File: src/rtl/merge_engine.sv
`timescale 1ns/1ps
// merge_engine
// Move/merge stage of the 2048 datapath. A direction pulse captures the 4x4
// board of 4-bit cells. The engine then slides and merges one line per clock
// toward the chosen edge. Finally it publishes the new board, a moved flag and
// the score increment.
//
// Ports
//   clk        system clock, rising edge
//   rst        asynchronous active-high reset
//   up/down/left/right
//              direction request pulses (priority up > down > left > right)
//   board_in   current board, cell p = 4*row+col at bits [4p+3:4p]
//   board_out  result board (registered, held until the next move finishes)
//   moved      result board differs from the captured board
//   score_inc  sum of 2^(merged value) over all merges of the move
//   busy       a move is in progress; direction inputs are ignored
//   done       one-cycle pulse when results are valid and moved = 1
module merge_engine (
   input  logic        clk,
   input  logic        rst,
   input  logic        up,
   input  logic        down,
   input  logic        left,
   input  logic        right,
   input  logic [63:0] board_in,
   output logic [63:0] board_out,
   output logic        moved,
   output logic [19:0] score_inc,
   output logic        busy,
   output logic        done
);

   typedef enum logic [1:0] {S_IDLE, S_LINE, S_FIN} state_t;
   typedef enum logic [1:0] {D_UP, D_DOWN, D_LEFT, D_RIGHT} dir_t;

   state_t      state;
   dir_t        dir;
   logic [1:0]  k;
   logic [63:0] work;
   logic [63:0] orig;
   logic [19:0] acc;

   logic [15:0] line_cur;
   logic [15:0] line_new;
   logic [19:0] line_score;
   logic [63:0] work_nxt;

   // Board cell index of position pos (in read order) of line ln.
   // For 2-bit values, ~pos equals 3-pos, giving the reversed read order.
   function automatic logic [3:0] cell_idx(input dir_t d, input logic [1:0] ln,
                                           input logic [1:0] pos);
      logic [1:0] r;
      logic [1:0] c;
      case (d)
         D_LEFT:  begin r = ln;   c = pos;  end
         D_RIGHT: begin r = ln;   c = ~pos; end
         D_UP:    begin r = pos;  c = ln;   end
         default: begin r = ~pos; c = ln;   end
      endcase
      return {r, c};
   endfunction

   // Slide/merge one line given in read order (position 0 in bits [3:0]).
   // Returns {score[19:0], line[15:0]}. Value 15 saturates and never merges.
   function automatic logic [35:0] slide_line(input logic [15:0] ln);
      logic [3:0]  c [5];
      logic [3:0]  m [4];
      logic [19:0] sc;
      logic        skip;
      logic [2:0]  n;
      logic [15:0] res;
      for (int i = 0; i < 5; i++) c[i] = 4'd0;
      for (int i = 0; i < 4; i++) m[i] = 4'd0;
      sc   = '0;
      skip = 1'b0;
      n    = 3'd0;
      res  = '0;
      // Compact nonzero cells to the front, order preserved.
      for (int i = 0; i < 4; i++) begin
         if (ln[4*i +: 4] != 4'd0) begin
            c[n] = ln[4*i +: 4];
            n    = n + 3'd1;
         end
      end
      // Merge adjacent equal pairs front to back. A merged result is skipped
      // over together with its partner, so it cannot merge again. c[4] is
      // always zero, so the last cell never pairs past the end.
      n = 3'd0;
      for (int i = 0; i < 4; i++) begin
         if (skip) begin
            skip = 1'b0;
         end else if (c[i] != 4'd0) begin
            if (c[i] == c[i+1] && c[i] != 4'hF) begin
               m[n[1:0]] = c[i] + 4'd1;
               sc        = sc + (20'd1 << (c[i] + 4'd1));
               skip      = 1'b1;
            end else begin
               m[n[1:0]] = c[i];
            end
            n = n + 3'd1;
         end
      end
      for (int i = 0; i < 4; i++) res[4*i +: 4] = m[i];
      return {sc, res};
   endfunction

   // Gather line k of the working board, process it, scatter it back.
   always_comb begin
      line_cur   = '0;
      line_new   = '0;
      line_score = '0;
      work_nxt   = work;
      for (int i = 0; i < 4; i++)
         line_cur[4*i +: 4] = work[{cell_idx(dir, k, 2'(i)), 2'b00} +: 4];
      {line_score, line_new} = slide_line(line_cur);
      for (int i = 0; i < 4; i++)
         work_nxt[{cell_idx(dir, k, 2'(i)), 2'b00} +: 4] = line_new[4*i +: 4];
   end

   always_ff @(posedge clk or posedge rst) begin
      if (rst) begin
         state     <= S_IDLE;
         dir       <= D_UP;
         k         <= 2'd0;
         work      <= '0;
         orig      <= '0;
         acc       <= '0;
         board_out <= '0;
         moved     <= 1'b0;
         score_inc <= '0;
         busy      <= 1'b0;
         done      <= 1'b0;
      end else begin
         done <= 1'b0;
         case (state)
            // Capture stage: accept a press only when idle.
            S_IDLE: begin
               if (up | down | left | right) begin
                  work  <= board_in;
                  orig  <= board_in;
                  dir   <= up ? D_UP : down ? D_DOWN : left ? D_LEFT : D_RIGHT;
                  acc   <= '0;
                  k     <= 2'd0;
                  busy  <= 1'b1;
                  state <= S_LINE;
               end
            end
            // Line stage: one line per clock, k = 0..3.
            S_LINE: begin
               work <= work_nxt;
               acc  <= acc + line_score;
               k    <= k + 2'd1;
               if (k == 2'd3) state <= S_FIN;
            end
            // Publish stage.
            S_FIN: begin
               board_out <= work;
               score_inc <= acc;
               moved     <= (work != orig);
               done      <= (work != orig);
               busy      <= 1'b0;
               state     <= S_IDLE;
            end
            default: state <= S_IDLE;
         endcase
      end
   end

endmodule

File: config.mk
export PLATFORM = sky130hd
export DESIGN_NAME = merge_engine
export DESIGN_NICKNAME = d
export VERILOG_FILES = /design/src/rtl/merge_engine.sv
export SDC_FILE = /design/constraint.sdc
export NUM_CORES = 1
export LEC_CHECK = 0
export CAP_MARGIN = 20
export CORE_MARGIN = 10
export CORE_UTILIZATION = 29
export DETAILED_ROUTE_END_ITERATION = 6
export PLACE_DENSITY_LB_ADDON = 0.25
export REMOVE_ABC_BUFFERS = 1
export SLEW_MARGIN = 5
export SYNTH_ARGS = -nofsm -noshare
export SYNTH_HDL_FRONTEND = slang
export SYNTH_SLANG_ARGS = --single-unit
File: constraint.sdc
create_clock -name clk -period 12.4 [get_ports clk]
set_clock_uncertainty 0.2 [all_clocks]
set_input_delay 2.48 -clock clk [delete_from_list [all_inputs] [get_ports clk]]
set_output_delay 2.48 -clock clk [all_outputs]
set_load 0.01 [all_outputs]
After elaboration in Yosys (flattened, before gate mapping)
Index checks and enable logic that the tools add are counted.

operators by class
  $add $sub $neg = 17
  multipliers = 0
  div/mod/pow operators = 0
  $lt $le $gt $ge = 12
  equality and inequality tests = 16
  shift-type cells = 16
  multiplexer cells = 90
  bitwise logic cells = 9
  reductions and logical operators = 27

operators with widths
  kind                      number
  $mux W20                  15
  $bwmux W64                4
  $shift A4 B8 Y64 const A  4
  $shiftx A4 B8 Y64         4
  $shiftx A64 B7 Y4         4
  $mux W16                  9
  $pmux W64 S2              1
  $bwmux W16                6
  $add A20 B20 Y20          4
  $shl A1 B4 Y20 const A    4
  $mux W64                  1
  $ne A64 B64 Y1            1
  $bwmux W20                3
  $pmux W2 S2               10
  $pmux W20 S2              1
  $demux W4 S3              3
  $mux W4                   9
  $neg A6 Y8                4
  $reduce_bool A4 Y1        8
  $demux W4 S2              3
  $mux W2                   9
  $add A4 B1 Y4 const B     4
  $eq A4 B4 Y1              4
  $ne A4 B4 Y1 const B      4
  other kinds (21)          68

storage, ports and cells
  register bits = 241
  bits in latches = 0
  memory bits (writable) = 0
  ROM bits = 0
  memories = 0

Depth between registers and ports, before layout
Gate-level depths: netlist (run 1).

  word-level depth = 42
  depth in mapped cells = 62

Least setup slack after synthesis (run 1)
OpenSTA, ideal clock, no wires.

  path type = register -> register
  start point = register k[0]
  end point = register acc[19]
  library setup time = 0.079 ns
  data arrival time = 10.567 ns
  path slack = 1.554 ns
  stages on the path, launching flop included = 58
  path buffers = 5
  clock period less this slack = 10.846 ns
  path through = dfrtp_1 -> buf_4 -> buf_6 -> buf_6 -> nor2_1 -> a22oi_1 -> o221a_2 -> o2111ai_1 -> and3_1 -> buf_2 -> nand2_2 -> ha_1 -> inv_1 -> clkbuf_1 -> nor3_1 -> a22oi_2 -> mux2_2 -> inv_1 -> [22 not listed] -> o21a_1 -> or3_1 -> nand2_1 -> a21oi_1 -> ha_1 -> a21oi_1 -> o21ai_0 -> a21oi_1 -> nor2b_1 -> o21ai_0 -> xnor2_1 -> a21oi_1 -> ha_1 -> o41ai_1 -> nor2b_1 -> o21a_1 -> o21ai_0 -> mux2i_1

between the ends
  longest elaborated chain between the ends = 33

ends and longest elaborated chain
  what                                                RTL line  RTL
  start, declared                                     39        logic [1:0] k;
  start signal, assigned                              153       k <= k + 2'd1;
  $pmux W2 S2                                         55        case (d)
  $shiftx A64 B7 Y4                                   115       line_cur[4*i +: 4] = work[{cell_idx(dir, k, 2'(i)), 2'b00} +: 4];
  $reduce_bool A4 Y1                                  81        if (ln[4*i +: 4] != 4'd0) begin
  $mux W1                                             81
  $add A3 B1 Y3 / $not A3 Y4 (equally long branches)  83, 82
  $mux W3, or another cell as far along               81
  $add A3 B1 Y3, or another cell as far along         83        n = n + 3'd1;
  $mux W3, or another cell as far along               81
  [17 not listed]                                     -
  $mux W20                                            93        end else if (c[i] != 4'd0) begin
  $mux W20                                            91        if (skip) begin
  $add A20 B20 Y20                                    96        sc = sc + (20'd1 << (c[i] + 4'd1));
  $mux W20                                            94        if (c[i] == c[i+1] && c[i] != 4'hF) begin
  $mux W20                                            93
  $mux W20 (*)                                        91
  $add A20 B20 Y20 (*)                                152       acc <= acc + line_score;
  $pmux W20 S2 (*)                                    136       case (state)
  end signal, assigned                                152
  end, declared                                       42        logic [19:0] acc;

Mark *: on every way between the ends. The rest lies on a longest branch, timed or not.
A chain may end at the register's enable or synchronous reset.

Final worst setup path (run 1)
  start point = register k[1]
  end point = register acc[19]

The elaborated chain is that of the path after synthesis.

==> impl_summary.txt, run 1 <==
----------------------------------------------------
[Detailed routing]
  Total Routed Length ... between 100000 and 150000 um
  Post-route DRC violation count ... 0
  Post-DR vias/cell ... approximately 5.7
  Detailed-router iteration count before antenna repair ... 6
  Detailed router's first-iteration violation count ... about 2700
  Antenna viol nets, final ... 0
  Routed wirelength normalized by instance count ... between 20 and 30 um
  Vias ... around 24000

[GRT]
  Met2 GRT Util ... 32.7%
  Global-route usage over all layers ... about 22%
  Via count of the first global-routing pass ... around 23000
  Number of antenna violations at the first check in global routing ... 5
  Sum of overflow across all layers after global routing ... 0
  Layer with the highest usage ... met2
  Global Route met3 Usage ... between 6 and 7%
  Largest net degree at the start of global routing ... 66
  Met1 Track Usage GR ... 31.1%
  Global-route wire length before repair ... between 150000 and 200000 um

[Run]
  Max-cap violation count ... 0

[Logic synthesis]
  Number of flops mapped to enable cells by yosys ... 0
  Syn Std Cell Area ... between 20000 and 25000 um^2
  Sequential cell area fraction in the yosys report ... a little over a quarter
  Async set-or-reset flop fraction in the synthesized netlist ... 100%
  Post-Syn Area per Cell ... roughly 7.5 um^2
  Number of warnings reported in the yosys synthesis log ... 0
  Most used flip-flop cell after synthesis ... sky130_fd_sc_hd__dfrtp_1
  Synthesized instance count ... approximately 3000
  Post-synth cell types ... between 100 and 150
  Flip-flop and latch count after synthesis ... 241

[Placed design]
  Placed Instance Area ... between 20000 and 30000 um^2
  DP Cell Count ... around 4100
  Total of buffers placed on input and output ports ... around 160
  Final HPWL DP ... a little under 80000 um
  RePlAce Congestion ... 1.06

[Die]
  Row count ... roughly 100
  Die Span X ... ~300 um
  Std-Cell Core Area ... around 76000 um^2
  Die Outline Area ... 88200 um^2
  Floorplan die height ... just under 300 um
  I/O pin count ... between 150 and 200
  Initial core utilization ... 29.3%

[Timing]
  Setup TNS ... 0 ns
  Final number of setup-violating endpoints ... 0
  Final period utilization ... between 90% and 100%
  Min Clock Period, post-route ... 11.55 ns
  Transition at the pin with the smallest max-transition slack ... between 1 and 1.5 ns
  Worst-case hold slack ... ~0.27 ns
  Maximum frequency from static timing analysis ... ~0.087 GHz
  Rel. slew slack ... between 20% and 30%
  Number of failing hold endpoints at the final stage ... 0
  Number of max-slew violations in the final report ... 0

[Setup path]
  Startpoint Class ... register
  Max incr delay on CP ... 0.63 ns
  Largest driver fanout on the critical path ... 26
  Critical path type ... register to register
  Critical-path cell with the highest stage delay ... sky130_fd_sc_hd__dfrtp_4
  Worst endpoint required time ... 12.72 ns
  CP endpoint kind ... register
  Most used cell along the critical path ... sky130_fd_sc_hd__a21oi_1
  Worst EP arrival ... ~12 ns

[Layout]
  Share of cells above drive strength 1 ... under 10%
  Non-filler cells in the finished layout ... between 4000 and 5000
  Count of filler cells inserted in the layout ... 8174
  Layout-stage area growth over the synthesis result ... 18.6%
  Nets ... 3263
  Area of all placed cells without fillers ... about 26000 um^2

[Clocking]
  Clock tree from TritonCTS ... done
  Source-to-sink clock delay at the later pin of the worst-skew pair ... 0.61 ns
  Number of H-tree branching levels ... 1
  Sinks on the clock net ... 241
  Clock-pin slew on the worst setup and hold paths ... 0.07 ns
  Buffers from clock root to sink, at most ... 3
  Num CTS Buffers ... 29
  Clock root cell ... sky130_fd_sc_hd__clkbuf_16

[Worst hold path]
  Worst Hold Class ... register to register

[Outcome]
  Outcome ... complete, no violations

----------------------------------------------------
==> layer usage <==
layer	wire length [um]	part of all wire, %
met5	90	0.086
met4	4660	4.5
met3	11200	11
met2	42700	41
met1	45400	44
==> synthesized netlist by cell type (15+ instances only) <==
library cell	n	area (um^2)
sky130_fd_sc_hd__o21bai_1	26	195
sky130_fd_sc_hd__a211oi_1	24	180
sky130_fd_sc_hd__inv_1	107	402
sky130_fd_sc_hd__and2_1	51	319
sky130_fd_sc_hd__buf_1	15	56.3
sky130_fd_sc_hd__xor2_1	78	683
sky130_fd_sc_hd__nand2_1	632	2370
sky130_fd_sc_hd__a22oi_1	48	360
sky130_fd_sc_hd__buf_2	54	270
sky130_fd_sc_hd__buf_4	18	135
sky130_fd_sc_hd__dfrtp_1	241	6030
sky130_fd_sc_hd__nor2b_1	47	294
sky130_fd_sc_hd__clkbuf_1	103	387
sky130_fd_sc_hd__a21oi_1	194	971
sky130_fd_sc_hd__o22ai_1	67	419
sky130_fd_sc_hd__nor3_1	43	215
sky130_fd_sc_hd__nor2_1	210	788
sky130_fd_sc_hd__o21ai_1	28	140
sky130_fd_sc_hd__o31ai_1	18	135
sky130_fd_sc_hd__a221oi_1	29	254
sky130_fd_sc_hd__nand2b_1	46	288
sky130_fd_sc_hd__nand3_1	74	370
sky130_fd_sc_hd__a31oi_1	26	163
sky130_fd_sc_hd__or3_1	21	131
sky130_fd_sc_hd__o221ai_1	30	263
sky130_fd_sc_hd__ha_1	109	1360
sky130_fd_sc_hd__a21o_1	17	128
sky130_fd_sc_hd__and3_1	29	181
sky130_fd_sc_hd__mux2i_1	33	330
sky130_fd_sc_hd__xnor2_1	56	490
sky130_fd_sc_hd__o21ai_0	170	851
sky130_fd_sc_hd__nor4_1	30	188
==> worst paths after layout <==
check                                   start       endpoint  cells past startpoint  slack (ns)
worst min-delay path            score_inc[14]  score_inc[14]                      2        0.27
min in group asynchronous                 rst  board_out[25]                      2        2.10
worst max register to register           k[1]        acc[19]                     52        0.85
max in group asynchronous                 rst           k[1]                      3        8.53
worst max-delay path                     k[1]        acc[19]                     52        0.85
worst min register to register  score_inc[14]  score_inc[14]                      2        0.27
==> registers in the layout, summed over array words and instances (netlist names) <==
name	count
busy	1
moved	1
k	2
done	1
dir	2
acc	20
orig	64
board_out	64
state	2
work	64
score_inc	20
==> per-stage QoR <==
stage / utilization (%) / worst slack, ns
final: 34.7 / 0.851
after global routing: 34.7 / -0.0319
after CTS: 34.5 / 0.560
after detailed placement: 33.0 / 0.611
after global placement: 33.0 / 0.757
after floorplan: - / -0.665
==> cells by family (layout without fill, tap and decap cells) <==
| family | Yosys count | after routing | share of synthesized area [%] |
|---|---|---|---|
| simple gates | 1249 | 1249 | 25.4 |
| mux | 53 | 53 | 2.56 |
| flops | 241 | 241 | 27.1 |
| compound gates | 866 | 866 | 26.9 |
| xor+xnor | 134 | 134 | 5.27 |
| other cells | 1 | 2 | 0.0168 |
| buf+inv | 315 | 446 | 6.17 |
| fa+ha+maj | 113 | 113 | 6.49 |
==> layout by cell type (no fill, tap or decap), types with 30 or more instances in the layout <==
master                            instances
sky130_fd_sc_hd__dfrtp_1                237
sky130_fd_sc_hd__nor3_1                  40
sky130_fd_sc_hd__nor2b_1                 44
sky130_fd_sc_hd__nor2_1                 208
sky130_fd_sc_hd__buf_4                  115
sky130_fd_sc_hd__a22oi_1                 48
sky130_fd_sc_hd__clkdlybuf4s50_1        156
sky130_fd_sc_hd__inv_1                  105
sky130_fd_sc_hd__o21ai_0                170
sky130_fd_sc_hd__nand2_1                631
sky130_fd_sc_hd__and2_1                  51
sky130_fd_sc_hd__nand2b_1                43
sky130_fd_sc_hd__ha_1                   109
sky130_fd_sc_hd__o221ai_1                30
sky130_fd_sc_hd__nand3_1                 74
sky130_fd_sc_hd__o22ai_1                 61
sky130_fd_sc_hd__xor2_1                  78
sky130_fd_sc_hd__a21oi_1                193
sky130_fd_sc_hd__mux2i_1                 30
sky130_fd_sc_hd__xnor2_1                 55
==> area by class of cell <==
class	instances	area, um^2	area share, %
multi-input cells	2416	15000	56.8
flip-flops and latches	241	6050	22.9
clock buffers	40	847	3.21
well taps	1030	1290	4.88
diodes	1	2.50	0.00948
inverters	116	447	1.69
clock inverters	14	244	0.925
repair buffers	276	2520	9.54
==> worst max-delay path, delay by kind of cell (launching register included) <==
| family | cells | cell delay, ns |
|---|---|---|
| xor gates and xnor gates | 3 | 0.37 |
| adders and majority gates | 5 | 1.62 |
| DFF | 1 | 0.63 |
| and+or+nand+nor | 14 | 2.49 |
| AOI/OAI and AO/OA | 27 | 5.36 |
| buffers and inverters | 2 | 0.49 |
| muxes | 1 | 0.22 |
==> timing repair <==
action,4_1_cts,5_1_grt
hold buffers,0,0
setup buffers,0,4
endpoints found under the setup margin,0,4
hold endpoints to repair,0,0
resized for setup,0,19
Power of run 1 is left out: the tool's default activity adds up to more than one toggle a clock period on the data nets, which glitch-free logic cannot reach.
==> run 2, diff against run 1 <==
--- a/config.mk
+++ b/config.mk
@@ -11,7 +11,7 @@
 export DETAILED_ROUTE_END_ITERATION = 6
 export PLACE_DENSITY_LB_ADDON = 0.25
 export REMOVE_ABC_BUFFERS = 1
-export SLEW_MARGIN = 5
+export SLEW_MARGIN = 30
 export SYNTH_ARGS = -nofsm -noshare
 export SYNTH_HDL_FRONTEND = slang
 export SYNTH_SLANG_ARGS = --single-unit
==> run 2 against run 1 <==
Against the previous run:
- non-clock buffer count is 2 higher
- clock-buffer cell count is the same
- cell count about the same
- maximum frequency is 0.33% lower
- worst hold slack is essentially flat
- routed wire length rose by 0.24%
- global-route usage is essentially flat
- register-to-register slack got worse by 0.04 ns
- via count down 0.55%
- sequential cell count stayed put
- critical path depth unchanged
==> impl_summary.txt, run 2 (synthesis gave the netlist of run 1 again) <==
----------------------------------------------------
[Timing]
  Maximum frequency from static timing analysis ... 0.0863 GHz (-0.33%)
  Number of max-slew violations in the final report ... 0 (unchanged)
  Smallest setup slack after layout ... 0.814 ns (-0.0377 ns)
  Transition at the pin with the smallest max-transition slack ... 0.995 ns (-0.0698 ns)
  Rel. slew slack ... 33.1% (+4.6 points)
  Final number of setup-violating endpoints ... 0 (unchanged)
  Number of failing hold endpoints at the final stage ... 0 (unchanged)
  Final period utilization ... 93.4% (+0.30 points)
  Min Clock Period, post-route ... 11.59 ns (+0.0377 ns)
  Setup TNS ... 0 ns (unchanged)

[GRT]
  Sum of overflow across all layers after global routing ... 0 (unchanged)
  Number of antenna violations at the first check in global routing ... 6 (+1)
  Largest net degree at the start of global routing ... 66 (unchanged)
  Via count of the first global-routing pass ... 22802 (-0.33%)
  Global-route wire length before repair ... 154000 um (about the same)
  Global-route usage over all layers ... 22.5% (about the same)

[Run]
  Max-cap violation count ... 0 (unchanged)

[Clocking]
  Sinks on the clock net ... 241 (unchanged)
  CTS hold repair buffers ... 0 (unchanged)
  Source-to-sink clock delay at the later pin of the worst-skew pair ... 0.63 ns (+0.02 ns)
  Num CTS Buffers ... 29 (unchanged)
  Number of H-tree branching levels ... 1 (unchanged)
  Clock tree from TritonCTS ... done
  Clock-pin slew on the worst setup and hold paths ... 0.07 ns (about the same)
  Clock root cell ... sky130_fd_sc_hd__clkbuf_16
  Buffers from clock root to sink, at most ... 3 (unchanged)

[Setup path]
  CP endpoint kind ... register
  Most used cell along the critical path ... sky130_fd_sc_hd__a21oi_1
  Startpoint Class ... register
  Largest driver fanout on the critical path ... 26 (unchanged)
  Cell class contributing the biggest share of worst-path delay ... compound AO/OA/AOI/OAI gates
  Critical register-to-register path startpoint ... k[1]
  Worst Path Buf+Inv ... 4 (+2)
  Launching instance or port of the critical path ... k[1]
  Worst EP arrival ... 11.90 ns (+0.04 ns)
  Max incr delay on CP ... 0.64 ns (about the same)
  Worst endpoint required time ... 12.72 ns (about the same)
  Setup slack of the worst register-to-register path ... 0.81 ns (-0.04 ns)
  Critical-path cell with the highest stage delay ... sky130_fd_sc_hd__dfrtp_4
  FF-to-FF End ... acc[19]
  Number of cell instances on the worst register-to-register path ... 52 (unchanged)
  Number of stages on the worst setup path ... 52 (unchanged)
  Critical path type ... register to register

[Detailed routing]
  Detailed router's first-iteration violation count ... 2750 (+3.7%)
  Routed metal-1 wirelength ... 45700 um (+0.65%)
  Post-route DRC violation count ... 0 (unchanged)
  Detailed-router iteration count before antenna repair ... 6 (unchanged)
  Met2 WL ... 43100 um (+0.92%)
  Total Routed Length ... 104000 um (+0.24%)
  Routed wirelength normalized by instance count ... 25.2 um (+0.21%)
  Antenna viol nets, final ... 0 (unchanged)
  Top routing layer in use ... met5
  Post-DR vias/cell ... 5.72 (-0.57%)
  Vias ... 23640 (-0.55%)
  Met3 Wirelength ... 11100 um (-0.78%)

[Layout]
  Nets ... 3265 (+0.061%)
  Count of filler cells inserted in the layout ... 8170 (-0.049%)
  Area used by multi-input combinational logic ... 15000 um^2 (about the same)
  Register area ... 6050 um^2 (unchanged)
  Post-route core utilization ... 34.7% (+0.038 points)
  Commonest non-fill, non-tap cells in the layout ... sky130_fd_sc_hd__nand2_1 (631), sky130_fd_sc_hd__dfrtp_1 (237), sky130_fd_sc_hd__nor2_1 (207), sky130_fd_sc_hd__a21oi_1 (193), sky130_fd_sc_hd__o21ai_0 (170)
  Commonest non-fill, non-tap cell in the layout ... sky130_fd_sc_hd__nand2_1
  Share of cells above drive strength 1 ... 9.44% (+0.12 points)
  Layout-stage area growth over the synthesis result ... 18.7%
  Area of all placed cells without fillers ... 26400 um^2 (+0.11%)
  Antenna diode instance count ... 0 (-1)
  Largest registers ... board_out: 64 flops, orig: 64 flops, work: 64 flops

[Die]
  I/O pin count ... 157 (unchanged)
  Initial core utilization ... 29.3% (unchanged)
  Row count ... 101 (unchanged)
  Std-Cell Core Area ... 76100 um^2 (unchanged)
  Die Span X ... 297 um (unchanged)
  Die Outline Area ... 88200 um^2 (unchanged)
  Floorplan die height ... 297 um (unchanged)

[Placed design]
  Worst setup slack before clock tree synthesis ... 0.661 ns (+0.0494 ns)
  Total of buffers placed on input and output ports ... 156 (unchanged)
  RePlAce Congestion ... 1.06 (unchanged)
  Final HPWL DP ... 79000 um (about the same)
  Placed Instance Area ... 25200 um^2 (+0.11%)

[Worst hold path]
  HP Start ... score_inc[16]
  Number of stages on the worst hold path ... 2 (unchanged)
  Hold-critical path endpoint ... score_inc[16]
  Worst Hold Class ... register to register

[Outcome]
  Outcome ... complete, no violations

----------------------------------------------------
-- run 2: cell type report --
| cell class | instances | area share (%) |
|---|---|---|
| Sequential cell | 241 | 22.9 |
| Tap cell | 1030 | 4.88 |
| Timing Repair Buffer | 278 | 9.73 |
| Clock inverter | 14 | 0.829 |
| Inverter | 116 | 1.71 |
| Multi-Input combinational cell | 2416 | 56.7 |
| Clock buffer | 40 | 3.24 |
-- run 2: how the worst max path moves through the flow --
stage and to:
2_1_floorplan acc[19], 3_3_place_gp acc[19], 3_5_place_dp acc[19], 4_1_cts acc[19], 5_1_grt acc[19], 6_report acc[19]
-- run 2: what timing repair did --
item | 4_1_cts | 5_1_grt
gates resized for setup | 0 | 19
hold endpoints to repair | 0 | 0
setup endpoints to repair | 0 | 4
buffers inserted | 0 | 5
-- run 2: stage by stage --
step | hold WS, ns | std cells
after floorplan | 0.245 | 2773
after global placement | 0.258 | 4074
after detailed placement | 0.262 | 4075
after CTS | 0.277 | 4129
after global routing | 0.299 | 4135
final | 0.268 | 4135
-- run 2: per-layer routing --
metal  vias up  track usage (%)
met4        12             7.93
met3       245             6.53
li1      10804                -
met5         -                0
met1     11374             31.0
met2      1205             32.8
-- run 2: worst min-delay path, cell delays in order, from the launching register on --
cell                      delay, ns
sky130_fd_sc_hd__dfrtp_1       0.34
sky130_fd_sc_hd__nand2_1       0.05
sky130_fd_sc_hd__nand2_1       0.05
Power of run 2 is left out for the same reason.
